<file path="config.mk">
export PLATFORM = sky130hd
export DESIGN_NAME = if_id_stage
export DESIGN_NICKNAME = d
export VERILOG_FILES = /design/src/rtl/if_id_stage.sv
export SDC_FILE = /design/constraint.sdc
export NUM_CORES = 1
export LEC_CHECK = 0
export ABC_AREA = 1
export CAP_MARGIN = 20
export CELL_PAD_IN_SITES_DETAIL_PLACEMENT = 1
export CELL_PAD_IN_SITES_GLOBAL_PLACEMENT = 2
export CORE_MARGIN = 4
export CORE_UTILIZATION = 27
export CTS_CLUSTER_DIAMETER = 120
export DETAILED_ROUTE_END_ITERATION = 6
export PLACE_DENSITY = 0.92
export SLEW_MARGIN = 20
export SYNTH_ARGS = -nofsm -noshare
export SYNTH_HDL_FRONTEND = slang
export SYNTH_SLANG_ARGS = --single-unit
export TNS_END_PERCENT = 1
</file>
<file path="constraint.sdc">
create_clock -name clk_i -period 1.83 [get_ports clk_i]
set_input_delay 0.366 -clock clk_i [delete_from_list [all_inputs] [get_ports clk_i]]
set_output_delay 0.366 -clock clk_i [all_outputs]
set_load 0.01 [all_outputs]
</file>
<file path="src/rtl/if_id_stage.sv">
// Instruction-fetch front end of the 5-stage RISC-V core: the PC register, the IF/ID
// pipeline register, and saturating stall/flush counters for performance debug.
module if_id_stage #(
    parameter int unsigned     XLEN     = 32,
    parameter logic [XLEN-1:0] RESET_PC = '0,
    parameter int unsigned     CNT_W    = 32
) (
    input  logic             clk_i,
    input  logic             rst_i,
    input  logic             PCWrite_i,
    input  logic             Stall_i,
    input  logic             Flush_i,
    input  logic [XLEN-1:0]  branch_target_i,
    input  logic [XLEN-1:0]  imem_instr_i,
    output logic [XLEN-1:0]  pc_o,
    output logic [XLEN-1:0]  ID_pc_o,
    output logic [XLEN-1:0]  ID_instr_o,
    output logic             ID_valid_o,
    output logic [CNT_W-1:0] stall_cnt_o,
    output logic [CNT_W-1:0] flush_cnt_o
);

    localparam logic [XLEN-1:0]  PC_STEP = XLEN'(4);
    localparam logic [CNT_W-1:0] CNT_ONE = CNT_W'(1);
    localparam logic [CNT_W-1:0] CNT_MAX = '1;

    logic             flush_eff;
    logic [XLEN-1:0]  pc_q,        pc_d;
    logic [XLEN-1:0]  id_pc_q,     id_pc_d;
    logic [XLEN-1:0]  id_instr_q,  id_instr_d;
    logic             id_valid_q,  id_valid_d;
    logic [CNT_W-1:0] stall_cnt_q, stall_cnt_d;
    logic [CNT_W-1:0] flush_cnt_q, flush_cnt_d;

    // A branch whose operands are still stalled is unresolved, so Stall_i masks Flush_i.
    assign flush_eff = Flush_i & ~Stall_i;

    always_comb begin
        pc_d = pc_q;
        if (PCWrite_i) begin
            if (flush_eff) begin
                pc_d = {branch_target_i[XLEN-1:2], 2'b00};
            end else begin
                pc_d = pc_q + PC_STEP;
            end
        end
    end

    always_comb begin
        id_pc_d    = id_pc_q;
        id_instr_d = id_instr_q;
        id_valid_d = id_valid_q;
        if (!Stall_i) begin
            if (flush_eff) begin
                id_pc_d    = '0;
                id_instr_d = '0;
                id_valid_d = 1'b0;
            end else begin
                id_pc_d    = pc_q;
                id_instr_d = imem_instr_i;
                id_valid_d = 1'b1;
            end
        end
    end

    always_comb begin
        stall_cnt_d = stall_cnt_q;
        flush_cnt_d = flush_cnt_q;
        if (Stall_i && (stall_cnt_q != CNT_MAX)) begin
            stall_cnt_d = stall_cnt_q + CNT_ONE;
        end
        if (flush_eff && (flush_cnt_q != CNT_MAX)) begin
            flush_cnt_d = flush_cnt_q + CNT_ONE;
        end
    end

    always_ff @(posedge clk_i or negedge rst_i) begin
        if (!rst_i) begin
            pc_q        <= RESET_PC;
            id_pc_q     <= '0;
            id_instr_q  <= '0;
            id_valid_q  <= 1'b0;
            stall_cnt_q <= '0;
            flush_cnt_q <= '0;
        end else begin
            pc_q        <= pc_d;
            id_pc_q     <= id_pc_d;
            id_instr_q  <= id_instr_d;
            id_valid_q  <= id_valid_d;
            stall_cnt_q <= stall_cnt_d;
            flush_cnt_q <= flush_cnt_d;
        end
    end

    assign pc_o        = pc_q;
    assign ID_pc_o     = id_pc_q;
    assign ID_instr_o  = id_instr_q;
    assign ID_valid_o  = id_valid_q;
    assign stall_cnt_o = stall_cnt_q;
    assign flush_cnt_o = flush_cnt_q;

endmodule

</file>
# [After elaboration in Yosys (flattened, before gate mapping)]
# Cells that the tools add are included.
[op_classes] add_sub_neg=3 n_eq_ne=2 muxes=4 bitwise=2 reduce_logical=2
[ops] cell="32-bit two-way mux" n=3
[ops] cell="32-bit by 1-bit adder with 32-bit output, second input constant" n=2
[ops] cell="32-bit inequality test, second input constant" n=2
[ops] cell="32-bit by 3-bit adder with 32-bit output, second input constant" n=1
[ops] cell="1-bit logical AND" n=2
[ops] cell="1-bit bitwise AND" n=1
[ops] cell="1-bit two-way mux" n=1
[ops] cell="1-bit inverter" n=1
[word_totals] ff_bits=161 input_bits=69 out_inout_bits=161 wordCells=19

# [Longest topological paths before layout]
[depth] ltp_word=3 ltp_mapped=13

# [Worst setup path after synthesis]
# Ideal clock, no wire load.
[synth_timing] kind="flip-flop to flip-flop" from="register flush_cnt_q[0] (netlist: flush_cnt_o[0])" to="register flush_cnt_q[9] (netlist: flush_cnt_o[9])" setup_time_ns=0.118 t_arrival_ns=1.599 setup_slack_ns=0.113 stages_incl_launch_ff=14 path_buffers=1 synth_period_minus_slack_ns=1.717 path_cell_list="dfrtp_1 ha_1 nand3_2 inv_2 nand2_2 inv_1 nand2_1 inv_2 nand2_2 nand2_4 inv_4 buf_6 nand2_1 o21ai_2"
[synth_via] elab_chain_cells=2 word_cells_on_any_way=3
[synth_lines] item="start: declaration" line_no="33" rtl="logic [CNT_W-1:0] flush_cnt_q, flush_cnt_d;"
[synth_lines] item="start signal: assignment" line_no="91" rtl="flush_cnt_q <= flush_cnt_d;"
[synth_lines] item="branches (longest 2 deep; another with 32-bit by 1-bit adder with 32-bit output)"
# Parallel ways; which one is timed is not known.
# A chain may end at the register's enable or synchronous reset.

# [Worst setup path after layout]
[layout_timing] from="register pc_q[23] (netlist: pc_o[23])" to="output port pc_o[23]"
[layout_lines] item="start: declaration" line_no="28" rtl="logic [XLEN-1:0] pc_q, pc_d;"
[layout_lines] item="start signal: assignment" line_no="86" rtl="pc_q <= pc_d;"
[layout_lines] item="end: declaration" line_no="15" rtl="output logic [XLEN-1:0] pc_o,"
# No word-level cell between the ends.

==> run metrics <==
Port Buffers 225; drt first pass iters 4; root buf cell clkbuf_16; Post-DRT Antenna Nets 0; Clk pwr share 33.5%; Sink Count roughly 160; Mapped Avg Cell Area ~7 um^2; worst flop-to-flop path endpoint flush_cnt_o[3]; H-tree levels 4; max_cap viols 0; Fin. Hold Viols 0; Avg Vias per Cell about 4.6; Post-Syn Area slightly below 0.009 mm^2; Nets 1639; Worst Path Max Fanout 5; max frequency roughly 560 MHz; YS warnings 0; routed wire length around 34000 um; pwr dens a little over 800 mW/mm^2; Post-synth EDFFs 0; Die Footprint roughly 0.036 mm^2; IO Count 230; Reg2Reg Depth 13; Die Y between 150 and 200 um; post-route clock period utilization between 90% and 100%; Setup crit start kind flop; Net Sw Power 3470 uW; FF-to-FF Start flush_cnt_o[1]; Rows 66; Yosys top cell area share between 40 and 50%; # diodes 0; Sequential Power Share between 40% and 50%; crit path cell chain clkdlybuf4s50_1; Clock transition at path regs roughly 0.07 ns; max incr delay on CP ~0.57 ns; synth cell count leaders nand2_1, dfrtp_1, nor2_1, inv_1, nand3_1; initial antenna violation count 0; Netlist cell types 36; Worst Setup Path Type reg2out; Worst setup EP type primary output; first-pass GRT wire length about 54000 um; Internal Power roughly 7100 uW; core box area ~0.032 mm^2; DRC 0; WL/cell approximately 17 um; worst path arrival time roughly 1.4 ns; CP Capture Point pc_o[23]; initial DRC count about 370; setup_tns 0 ns; Synth area leaders dfrtp_1, nand2_1, nor2_1, nand3_1, inv_1; DP Wirelength about 26000 um; sequential share of the synthesized area between 40% and 50%; Setup Skew between 0.01 and 0.015 ns; CTS tree yes; Top Family by Delay on Critical Path buffers and inverters; GRT Util Overall 18.7%; outcome completed; RePlAce Congestion about 0.84; Comb power frac between 20% and 30%; largest net degree at the start of global routing 55; Max Root-Sink Buffers 2; Static Leakage 0.00633 uW; Async SR Flop Fraction 100%; Crit. Startpoint pc_o[23]; Mapped Cells 1273; share of post-route cells with drive strength above 1 12.6%; Tmin final between 1.5 and 2 ns; DR vias 9320; switch share between 30% and 40%; register-to-register setup slack around 0.08 ns; HP Class in2async; Main synth FF type dfrtp_1; die width ~190 um; most common cell in the netlist nand2_1; final-layout fill cell count slightly above 4k; Seq cells post-synth around 160; Inst Count DP 1986; critical path's slowest cell clkdlybuf4s50_1; Core Util, Final around two fifths; area grow syn2layout 44.9%; Max Transition Viols Final 0; Non-Filler Instances around 2.0k; worst path bufs/invs 1; Final Setup Violations 0; cell taking the most area after synthesis dfrtp_1; Stages on worst setup path 1; unrepaired setup endpoints after global routing true; Initial Utilization between 20% and 30%; number of global-route vias before repair 9824; total grt overflow 0; Max VDD drop 0.645 mV; CTS buffer count 17; CP required 1.46 ns; Clock Latency Late Sink about 0.44 ns
[area by class of cell]
type,instances,area (um^2),share of cell area [%]
Inverter,109,414,3.22
Clock buffer,17,425,3.31
Tap cell,442,553,4.30
Timing Repair Buffer,317,2990,23.2
Multi-Input combinational cell,964,4360,33.9
Clock inverter,15,133,1.03
Sequential cell,158,3990,31.0
[power by group through the flow]
stage          sequential [uW]  clock [uW]  combinational, uW
2_1_floorplan             4480           0                936
6_report                  4350        3530               2650
3_3_place_gp              4360           0               2660
5_1_grt                   4420        3750               2920
4_1_cts                   4330        3630               2640
3_5_place_dp              4380           0               2730
[worst min path at each step]
stage	to	slack [ns]	cells after the start
6_report	flush_cnt_o[11]	0.37	2
5_1_grt	ID_pc_o[8]	0.40	2
4_1_cts	ID_pc_o[8]	0.36	2
3_5_place_dp	flush_cnt_o[0]	0.27	1
3_3_place_gp	flush_cnt_o[2]	0.27	1
2_1_floorplan	ID_instr_o[0]	0.07	0
[kinds of logic after synthesis]
kind of cell | after synthesis | synth area share, %
AO/OA/AOI/OAI | 87 | 5.37
XOR/XNOR | 41 | 4.04
adder cells (fa/ha/maj) | 3 | 0.423
buffers and inverters | 152 | 7.34
flip-flops | 158 | 44.5
other | 1 | 0.0422
AND/OR/NAND/NOR | 831 | 38.3
[metal layers]
layer / vias up / global-route usage [%] / share of wire (%)
met5: - / 0 / 0
met4: 0 / 4.87 / 1.9
met3: 33 / 2.54 / 2.9
met2: 153 / 33.1 / 51
met1: 4583 / 24.1 / 44
li1: 4551 / - / -
[sequential cells by signal (all words and copies together) (netlist names)]
signal and flops:
flush_cnt_o 32, stall_cnt_o 32, ID_valid_o 1, pc_o 30, ID_pc_o 31, ID_instr_o 32
[what timing repair did]
item                                    4_1_cts  5_1_grt
endpoints found under the hold margin        24        0
gates resized for setup                      90       41
hold buffers                                  1        0
buffers inserted                              0        3
pin swaps                                     0        2
endpoints found under the setup margin       96       70
[cell usage in the layout, fill, tap and decap left out, types with 13 or more instances in the layout]
cell type	instances
dlygate4sd2_1	66
clkbuf_16	17
dfrtp_1	131
xnor2_1	14
nand2_1	540
dfrtp_2	27
nor3_1	19
buf_4	82
dlymetal6s2s_1	13
xor2_1	27
nor2_1	129
clkdlybuf4s50_1	143
a21oi_1	20
nand3_1	87
inv_1	98
o21ai_0	51
[through the flow]
step / cell area [um^2] / worst slack, ns / power (uW) / hold slack [ns]
6_report: 12900 / 0.0342 / 10500 / 0.374
5_1_grt: 12900 / -0.0499 / 11100 / 0.402
4_1_cts: 12700 / -0.0258 / 10600 / 0.365
3_5_place_dp: 12200 / -0.0386 / 7110 / 0.270
3_3_place_gp: 12200 / -0.0385 / 7020 / 0.270
2_1_floorplan: 8880 / 0.113 / 5420 / 0.0704
(Power assumes the default switching activity.)
